--- config.mk ---
export PLATFORM = sky130hd
export DESIGN_NAME = gps_code_acq_flat
export DESIGN_NICKNAME = d
export VERILOG_FILES = /design/src/rtl/gps_code_acq_if.sv /design/src/rtl/gps_code_acq.sv /design/src/flat_wrapper.sv
export SDC_FILE = /design/constraint.sdc
export NUM_CORES = 1
export LEC_CHECK = 0
export CAP_MARGIN = 20
export CORE_AREA = 2 2 131 133
export CTS_BUF_LIST = sky130_fd_sc_hd__clkbuf_8
export DETAILED_ROUTE_END_ITERATION = 10
export DIE_AREA = 0 0 133 135
export SKIP_LAST_GASP = 1
export SYNTH_ARGS = -nofsm -noshare
export SYNTH_HDL_FRONTEND = slang
export SYNTH_SLANG_ARGS = --single-unit
--- constraint.sdc ---
create_clock -name clk_in -period 8.1 [get_ports clk_in]
set_clock_uncertainty 0.2 [all_clocks]
set_input_delay 2.43 -clock clk_in [delete_from_list [all_inputs] [get_ports clk_in]]
set_output_delay 2.43 -clock clk_in [all_outputs]
set_load 0.005 [all_outputs]
--- src/rtl/gps_code_acq_if.sv ---
// Handshake and result bus for the C/A code phase acquisition block.
interface gps_code_acq_if;
    logic        ena_in;
    logic        start_in;
    logic [4:0]  n_sat_in;
    logic        signal_in;
    logic [10:0] threshold_in;
    logic        busy_out;
    logic        done_out;
    logic        found_out;
    logic [9:0]  phase_out;
    logic [10:0] peak_out;

    modport master (
        output ena_in, start_in, n_sat_in, signal_in, threshold_in,
        input  busy_out, done_out, found_out, phase_out, peak_out
    );

    modport slave (
        input  ena_in, start_in, n_sat_in, signal_in, threshold_in,
        output busy_out, done_out, found_out, phase_out, peak_out
    );
endinterface

--- src/rtl/gps_code_acq.sv ---
// Serial-search C/A code phase acquisition: one 1023-chip dwell per candidate
// phase, one slipped strobe between dwells, best strict-greater peak wins.
module gps_code_acq #(
    parameter int unsigned N_PHASES = 1023
) (
    input  logic           clk_in,
    input  logic           rst_in_n,
    gps_code_acq_if.slave  bus
);
    localparam int unsigned CODE_LEN   = 1023;
    localparam logic [9:0]  LAST_CHIP  = 10'(CODE_LEN - 1);
    localparam logic [9:0]  LAST_PHASE = 10'(N_PHASES - 1);

    typedef enum logic [1:0] {S_IDLE, S_DWELL, S_SLIP, S_DONE} state_t;

    state_t      state_q, state_d;
    logic [9:0]  g1_q, g1_d, g2_q, g2_d;
    logic [4:0]  sat_q, sat_d;
    logic [10:0] thr_q, thr_d;
    logic [9:0]  chip_cnt_q, chip_cnt_d, phase_cnt_q, phase_cnt_d;
    logic [10:0] match_q, match_d, best_peak_q, best_peak_d;
    logic [9:0]  best_phase_q, best_phase_d;
    logic        busy_q, busy_d, done_q, done_d, found_q, found_d;
    logic [9:0]  phase_q, phase_d;
    logic [10:0] peak_q, peak_d;
    logic        chip_c, hit_c;
    logic [10:0] match_sum_c;

    // G2 phase-selector taps (stage numbers 1..10) as a bit mask
    function automatic logic [9:0] g2_mask(input logic [4:0] sat);
        logic [3:0] a, b;
        a = 4'd2; b = 4'd6;
        case (sat)
            5'd0:  begin a = 4'd2; b = 4'd6;  end
            5'd1:  begin a = 4'd3; b = 4'd7;  end
            5'd2:  begin a = 4'd4; b = 4'd8;  end
            5'd3:  begin a = 4'd5; b = 4'd9;  end
            5'd4:  begin a = 4'd1; b = 4'd9;  end
            5'd5:  begin a = 4'd2; b = 4'd10; end
            5'd6:  begin a = 4'd1; b = 4'd8;  end
            5'd7:  begin a = 4'd2; b = 4'd9;  end
            5'd8:  begin a = 4'd3; b = 4'd10; end
            5'd9:  begin a = 4'd2; b = 4'd3;  end
            5'd10: begin a = 4'd3; b = 4'd4;  end
            5'd11: begin a = 4'd5; b = 4'd6;  end
            5'd12: begin a = 4'd6; b = 4'd7;  end
            5'd13: begin a = 4'd7; b = 4'd8;  end
            5'd14: begin a = 4'd8; b = 4'd9;  end
            5'd15: begin a = 4'd9; b = 4'd10; end
            5'd16: begin a = 4'd1; b = 4'd4;  end
            5'd17: begin a = 4'd2; b = 4'd5;  end
            5'd18: begin a = 4'd3; b = 4'd6;  end
            5'd19: begin a = 4'd4; b = 4'd7;  end
            5'd20: begin a = 4'd5; b = 4'd8;  end
            5'd21: begin a = 4'd6; b = 4'd9;  end
            5'd22: begin a = 4'd1; b = 4'd3;  end
            5'd23: begin a = 4'd4; b = 4'd6;  end
            5'd24: begin a = 4'd5; b = 4'd7;  end
            5'd25: begin a = 4'd6; b = 4'd8;  end
            5'd26: begin a = 4'd7; b = 4'd9;  end
            5'd27: begin a = 4'd8; b = 4'd10; end
            5'd28: begin a = 4'd1; b = 4'd6;  end
            5'd29: begin a = 4'd2; b = 4'd7;  end
            5'd30: begin a = 4'd3; b = 4'd8;  end
            5'd31: begin a = 4'd4; b = 4'd9;  end
            default: begin a = 4'd2; b = 4'd6; end
        endcase
        return (10'd1 << (a - 4'd1)) | (10'd1 << (b - 4'd1));
    endfunction

    assign chip_c      = g1_q[9] ^ (^(g2_q & g2_mask(sat_q)));
    assign hit_c       = (bus.signal_in == chip_c);
    assign match_sum_c = match_q + 11'(hit_c);

    always_comb begin
        state_d      = state_q;
        g1_d         = g1_q;
        g2_d         = g2_q;
        sat_d        = sat_q;
        thr_d        = thr_q;
        chip_cnt_d   = chip_cnt_q;
        phase_cnt_d  = phase_cnt_q;
        match_d      = match_q;
        best_peak_d  = best_peak_q;
        best_phase_d = best_phase_q;
        busy_d       = busy_q;
        done_d       = 1'b0;
        found_d      = found_q;
        phase_d      = phase_q;
        peak_d       = peak_q;
        case (state_q)
            S_IDLE: begin
                if (bus.start_in) begin
                    g1_d         = '1;
                    g2_d         = '1;
                    sat_d        = bus.n_sat_in;
                    thr_d        = bus.threshold_in;
                    chip_cnt_d   = '0;
                    phase_cnt_d  = '0;
                    match_d      = '0;
                    best_peak_d  = '0;
                    best_phase_d = '0;
                    busy_d       = 1'b1;
                    state_d      = S_DWELL;
                end
            end
            S_DWELL: begin
                if (bus.ena_in) begin
                    g1_d = {g1_q[8:0], g1_q[2] ^ g1_q[9]};
                    g2_d = {g2_q[8:0], g2_q[1] ^ g2_q[2] ^ g2_q[5] ^ g2_q[7] ^ g2_q[8] ^ g2_q[9]};
                    if (chip_cnt_q == LAST_CHIP) begin
                        chip_cnt_d = '0;
                        match_d    = '0;
                        if (match_sum_c > best_peak_q) begin
                            best_peak_d  = match_sum_c;
                            best_phase_d = phase_cnt_q;
                        end
                        if (phase_cnt_q == LAST_PHASE) begin
                            // Results publish on the same edge that enters DONE
                            phase_d = best_phase_d;
                            peak_d  = best_peak_d;
                            found_d = (best_peak_d >= thr_q);
                            done_d  = 1'b1;
                            busy_d  = 1'b0;
                            state_d = S_DONE;
                        end else begin
                            phase_cnt_d = phase_cnt_q + 10'd1;
                            state_d     = S_SLIP;
                        end
                    end else begin
                        chip_cnt_d = chip_cnt_q + 10'd1;
                        match_d    = match_sum_c;
                    end
                end
            end
            S_SLIP: begin
                if (bus.ena_in) state_d = S_DWELL;
            end
            S_DONE:  state_d = S_IDLE;
            default: state_d = S_IDLE;
        endcase
    end

    always_ff @(posedge clk_in or negedge rst_in_n) begin
        if (!rst_in_n) begin
            state_q      <= S_IDLE;
            g1_q         <= '0;
            g2_q         <= '0;
            sat_q        <= '0;
            thr_q        <= '0;
            chip_cnt_q   <= '0;
            phase_cnt_q  <= '0;
            match_q      <= '0;
            best_peak_q  <= '0;
            best_phase_q <= '0;
            busy_q       <= 1'b0;
            done_q       <= 1'b0;
            found_q      <= 1'b0;
            phase_q      <= '0;
            peak_q       <= '0;
        end else begin
            state_q      <= state_d;
            g1_q         <= g1_d;
            g2_q         <= g2_d;
            sat_q        <= sat_d;
            thr_q        <= thr_d;
            chip_cnt_q   <= chip_cnt_d;
            phase_cnt_q  <= phase_cnt_d;
            match_q      <= match_d;
            best_peak_q  <= best_peak_d;
            best_phase_q <= best_phase_d;
            busy_q       <= busy_d;
            done_q       <= done_d;
            found_q      <= found_d;
            phase_q      <= phase_d;
            peak_q       <= peak_d;
        end
    end

    assign bus.busy_out  = busy_q;
    assign bus.done_out  = done_q;
    assign bus.found_out = found_q;
    assign bus.phase_out = phase_q;
    assign bus.peak_out  = peak_q;
endmodule

--- src/flat_wrapper.sv ---
// flat-port wrapper written by rule: the top's interface ports become plain ports
module gps_code_acq_flat 
#(
    parameter int unsigned N_PHASES = 1023
)
  (clk_in, rst_in_n, bus_ena_in, bus_start_in, bus_n_sat_in, bus_signal_in, bus_threshold_in, bus_busy_out, bus_done_out, bus_found_out, bus_phase_out, bus_peak_out);
  gps_code_acq_if bus_i ();
  input  logic clk_in;
  input  logic rst_in_n;
  input wire logic [$bits(bus_i.ena_in)-1:0] bus_ena_in;
  input wire logic [$bits(bus_i.start_in)-1:0] bus_start_in;
  input wire logic [$bits(bus_i.n_sat_in)-1:0] bus_n_sat_in;
  input wire logic [$bits(bus_i.signal_in)-1:0] bus_signal_in;
  input wire logic [$bits(bus_i.threshold_in)-1:0] bus_threshold_in;
  output wire logic [$bits(bus_i.busy_out)-1:0] bus_busy_out;
  output wire logic [$bits(bus_i.done_out)-1:0] bus_done_out;
  output wire logic [$bits(bus_i.found_out)-1:0] bus_found_out;
  output wire logic [$bits(bus_i.phase_out)-1:0] bus_phase_out;
  output wire logic [$bits(bus_i.peak_out)-1:0] bus_peak_out;
  assign bus_i.ena_in = bus_ena_in;
  assign bus_i.start_in = bus_start_in;
  assign bus_i.n_sat_in = bus_n_sat_in;
  assign bus_i.signal_in = bus_signal_in;
  assign bus_i.threshold_in = bus_threshold_in;
  assign bus_busy_out = bus_i.busy_out;
  assign bus_done_out = bus_i.done_out;
  assign bus_found_out = bus_i.found_out;
  assign bus_phase_out = bus_i.phase_out;
  assign bus_peak_out = bus_i.peak_out;
  gps_code_acq #(.N_PHASES(N_PHASES)) u_core (.clk_in(clk_in), .rst_in_n(rst_in_n), .bus(bus_i));
endmodule
==> metrics.md <==
| Metric | Value |
|---|---|
| Outcome | `finished clean` |
| P&R area growth vs syn | `17.5%` |
| DR iter-0 viols | `roughly 340` |
| Worst hold slack | `approximately 0.28 ns` |
| Slew HR | `0.419` |
| Drt drc | `0` |
| Placed Area | `approximately 7000 um2` |
| Final Cell Area | `about 7500 um2` |
| Num CTS Buffers | `17` |
| Final Cycle Share | `0.954` |
| Final hold vios | `0` |
| RSZ-0062 raised after global routing | `no` |
| CTS tree | `built` |
| Post-Syn Area | `approximately 6400 um2` |
| Count of state elements after synthesis | `around 110` |
| DPL Wire Length | `9.99 mm` |
| Worst slew pin tran | `between 0.8 and 0.9 ns` |
| Clock sink count | `around 110` |
| Sequential area share after synthesis | `0.449` |
| Worst setup EP type | `flop` |
| EDFF count, synth | `0` |
| CTS HTree Levels | `4` |
| Die Y | `roughly 140 um` |
| Worst min-delay path category | `reg -> reg` |
| Synth unique cells | `between 50 and 60` |
| Avg WL per Cell | `15.2 um` |
| ANT nets after route | `0` |
| # setup viols final | `0` |
| Vias in the first global route | `about 4,900` |
| Final Critical Period | `7.73 ns` |
| Asr flop ratio synth | `1.00` |
| Max cap viols | `0` |
| Number of cells after detailed placement | `approximately 900` |
| Die ar. | `~18,000 um2` |
| WP buf/inv | `1` |
| Setup CP Type | `in -> reg` |
| Synth warnings | `0` |
| RD Place Congestion | `0.869` |
| Syn Inst Count | `between 600 and 700` |
| Vias after detailed routing | `roughly 4,900` |
| Total GRT Usage | `0.167` |
| Post-route insts no fill | `a little over 900` |
| Via-to-Cell Ratio | `between 5 and 6` |
| Peak supply drop | `about 0.11 mV` |
| Worst-path fanout max | `5` |
| WL final | `~14 mm` |
| Antenna diode count | `0` |
| Leading cell type in the layout, fill and taps excluded | `dfrtp_1` |
| Chip width | `approximately 130 um` |
| Fraction of layout cells with a size suffix above 1 | `0.124` |
| Grt total ovfl | `0` |
| Maximum clock rate | `0.129 GHz` |
| Leak | `3.43 nW` |
| Synth Area in Adders | `0.0709` |
| CP startpoint kind | `input port` |
| Clk root buf | `clkbuf_8` |
| Post-synthesis xor/xnor area fraction | `0.0484` |
| Nets | `between 700 and 800` |
| Simple-gate share of the synthesized area | `0.142` |
| Largest family of logic cells by synthesized area | `compound AO/OA/AOI/OAI gates` |
| Buffer count from post-CTS setup fixing | `0` |
| Worst Setup Slack, final | `between 0.3 and 0.4 ns` |
| Synth Area in Compound Gates | `0.185` |
| Max clock buf depth | `2` |
| Syn nets | `about 700` |
| Tot Pwr | `between 1.5 and 2 mW` |
| Row count | `47` |
| Initial antenna violation count | `0` |
| Most used DFF post-synth | `dfrtp_1` |
| Largest delay contributor family on the critical path | `compound AO/OA/AOI/OAI gates` |
| Post-Syn Area per Cell | `roughly 10 um2` |
| Initial Util | `0.387` |
| Critical path's largest stage delay | `about 0.50 ns` |
| Pwr dens | `242 nW/um2` |
| I/O Pins | `45` |
| Largest net degree at the start of global routing | `69` |
| First-pass GRT wire length | `between 20 and 25 mm` |
| Commonest non-fill, non-tap cells in the layout | `112 x dfrtp_1, 83 x nand2_1, 64 x o21ai_0` |
| Max Slew Vio Count | `0` |
| Crit-path slowest cell | `or4b_1` |
| Reg clk slew, reported paths | `0.06 ns` |
| Core Box Area | `roughly 16,000 um2` |
| Clock Latency Late Sink | `around 0.43 ns` |
| PortBufs | `44` |
| Critical Path RT | `around 8.2 ns` |
| CP Data Arrival Time | `7.82 ns` |
| DR pass1 iterations | `4` |
| Place WS | `-0.0916 ns` |
| Filler Cells Inserted | `1,538` |
| Post-synthesis mux area share | `0.0597` |
## stage by stage
stage	utilization	setup TNS, ns
2_1_floorplan	-	0
3_3_place_gp	0.431	0
3_5_place_dp	0.431	-0.0916
4_1_cts	0.455	0
5_1_grt	0.455	0
6_report	0.455	0
## logic make-up after synthesis
family / Yosys count
AO/OA/AOI/OAI: 176
XOR/XNOR: 32
adder cells (fa/ha/maj): 36
buffers and inverters: 61
flip-flops: 114
multiplexers: 34
AND/OR/NAND/NOR: 188
## cell usage after synthesis, types with 2 or more instances
cell,number,area share
a31oi_1,6,0.0059
nor2_1,28,0.017
o22ai_1,8,0.0079
and3_1,11,0.011
ha_1,36,0.071
and2_1,5,0.0049
mux2_2,21,0.037
nand3b_1,4,0.0047
nand2b_1,8,0.0079
buf_6,6,0.011
nand4_1,9,0.0089
o221ai_1,2,0.0028
o21a_1,12,0.014
inv_1,32,0.019
and3b_1,2,0.0028
a21oi_1,13,0.010
buf_2,8,0.0063
o21ai_0,64,0.050
o22a_1,19,0.026
o31a_1,2,0.0028
nor2b_1,4,0.0039
clkbuf_1,15,0.0089
xnor3_1,2,0.0071
or2_2,4,0.0039
o21ai_1,2,0.0016
a211o_1,2,0.0028
nand3_1,16,0.013
a21o_1,5,0.0059
nor3_1,2,0.0016
o32ai_1,2,0.0028
a22o_1,21,0.029
mux2i_1,12,0.019
dfrtp_1,114,0.45
nand2_1,83,0.049
xnor2_1,15,0.021
xor2_1,15,0.021
o31ai_1,7,0.0083
or3_1,5,0.0049
## power by group
| group | internal (mW) | total [mW] | switching (mW) |
|---|---|---|---|
| clock | 0.293 | 0.528 | 0.235 |
| combinational | 0.290 | 0.576 | 0.286 |
| sequential | 0.631 | 0.700 | 0.0690 |
## flip-flops by register name, indices dropped and copies added (netlist names)
register / cells
u_core.sat_q: 5
u_core.state_q: 2
u_core.match_q: 11
u_core.best_peak_q: 11
u_core.bus.peak_out: 11
u_core.chip_cnt_q: 10
u_core.bus.busy_out: 1
u_core.bus.done_out: 1
u_core.g2_q: 10
u_core.g1_q: 10
u_core.bus.found_out: 1
u_core.phase_cnt_q: 10
u_core.bus.phase_out: 10
u_core.thr_q: 11
u_core.best_phase_q: 10
## timing repair
| action | in CTS | in global routing |
|---|---|---|
| resized for setup | 0 | 3 |
| setup endpoints to repair | 0 | 1 |
| hold buffers | 0 | 0 |
## metal layers
layer,wire length (um),share of wire,up-vias,track usage
met3,534,0.038,13,0.0398
met5,0,0,-,0
met1,6600,0.47,2367,0.211
met4,118,0.0083,0,0.0472
met2,6930,0.49,107,0.285
li1,-,-,2398,-
## worst paths after layout
path / endpoint / from / slack (ns) / cells past startpoint
worst max-delay path: u_core.bus.found_out$_DFFE_PN0P_ / bus_signal_in / 0.37 / 25
worst min-delay path: u_core.chip_cnt_q[8]$_DFFE_PN0P_ / u_core.chip_cnt_q[8]$_DFFE_PN0P_ / 0.28 / 1
worst max register to register: u_core.bus.found_out$_DFFE_PN0P_ / u_core.sat_q[0]$_DFFE_PN0P_ / 0.63 / 31
worst min register to register: u_core.chip_cnt_q[8]$_DFFE_PN0P_ / u_core.chip_cnt_q[8]$_DFFE_PN0P_ / 0.28 / 1
max in group asynchronous: u_core.sat_q[3]$_DFFE_PN0P_ / rst_in_n / 4.54 / 2
min in group asynchronous: u_core.bus.phase_out[6]$_DFFE_PN0P_ / rst_in_n / 1.80 / 1
## layout make-up
cell class / count / area, um2 / share of cell area
inverters: 32 / 120 / 0.0161
flip-flops and latches: 114 / 2860 / 0.382
multi-input cells: 466 / 3220 / 0.431
repair buffers: 67 / 611 / 0.0817
well taps: 220 / 275 / 0.0369
clock inverters: 12 / 115 / 0.0154
clock buffers: 20 / 275 / 0.0369
(Power assumes the default switching activity.)
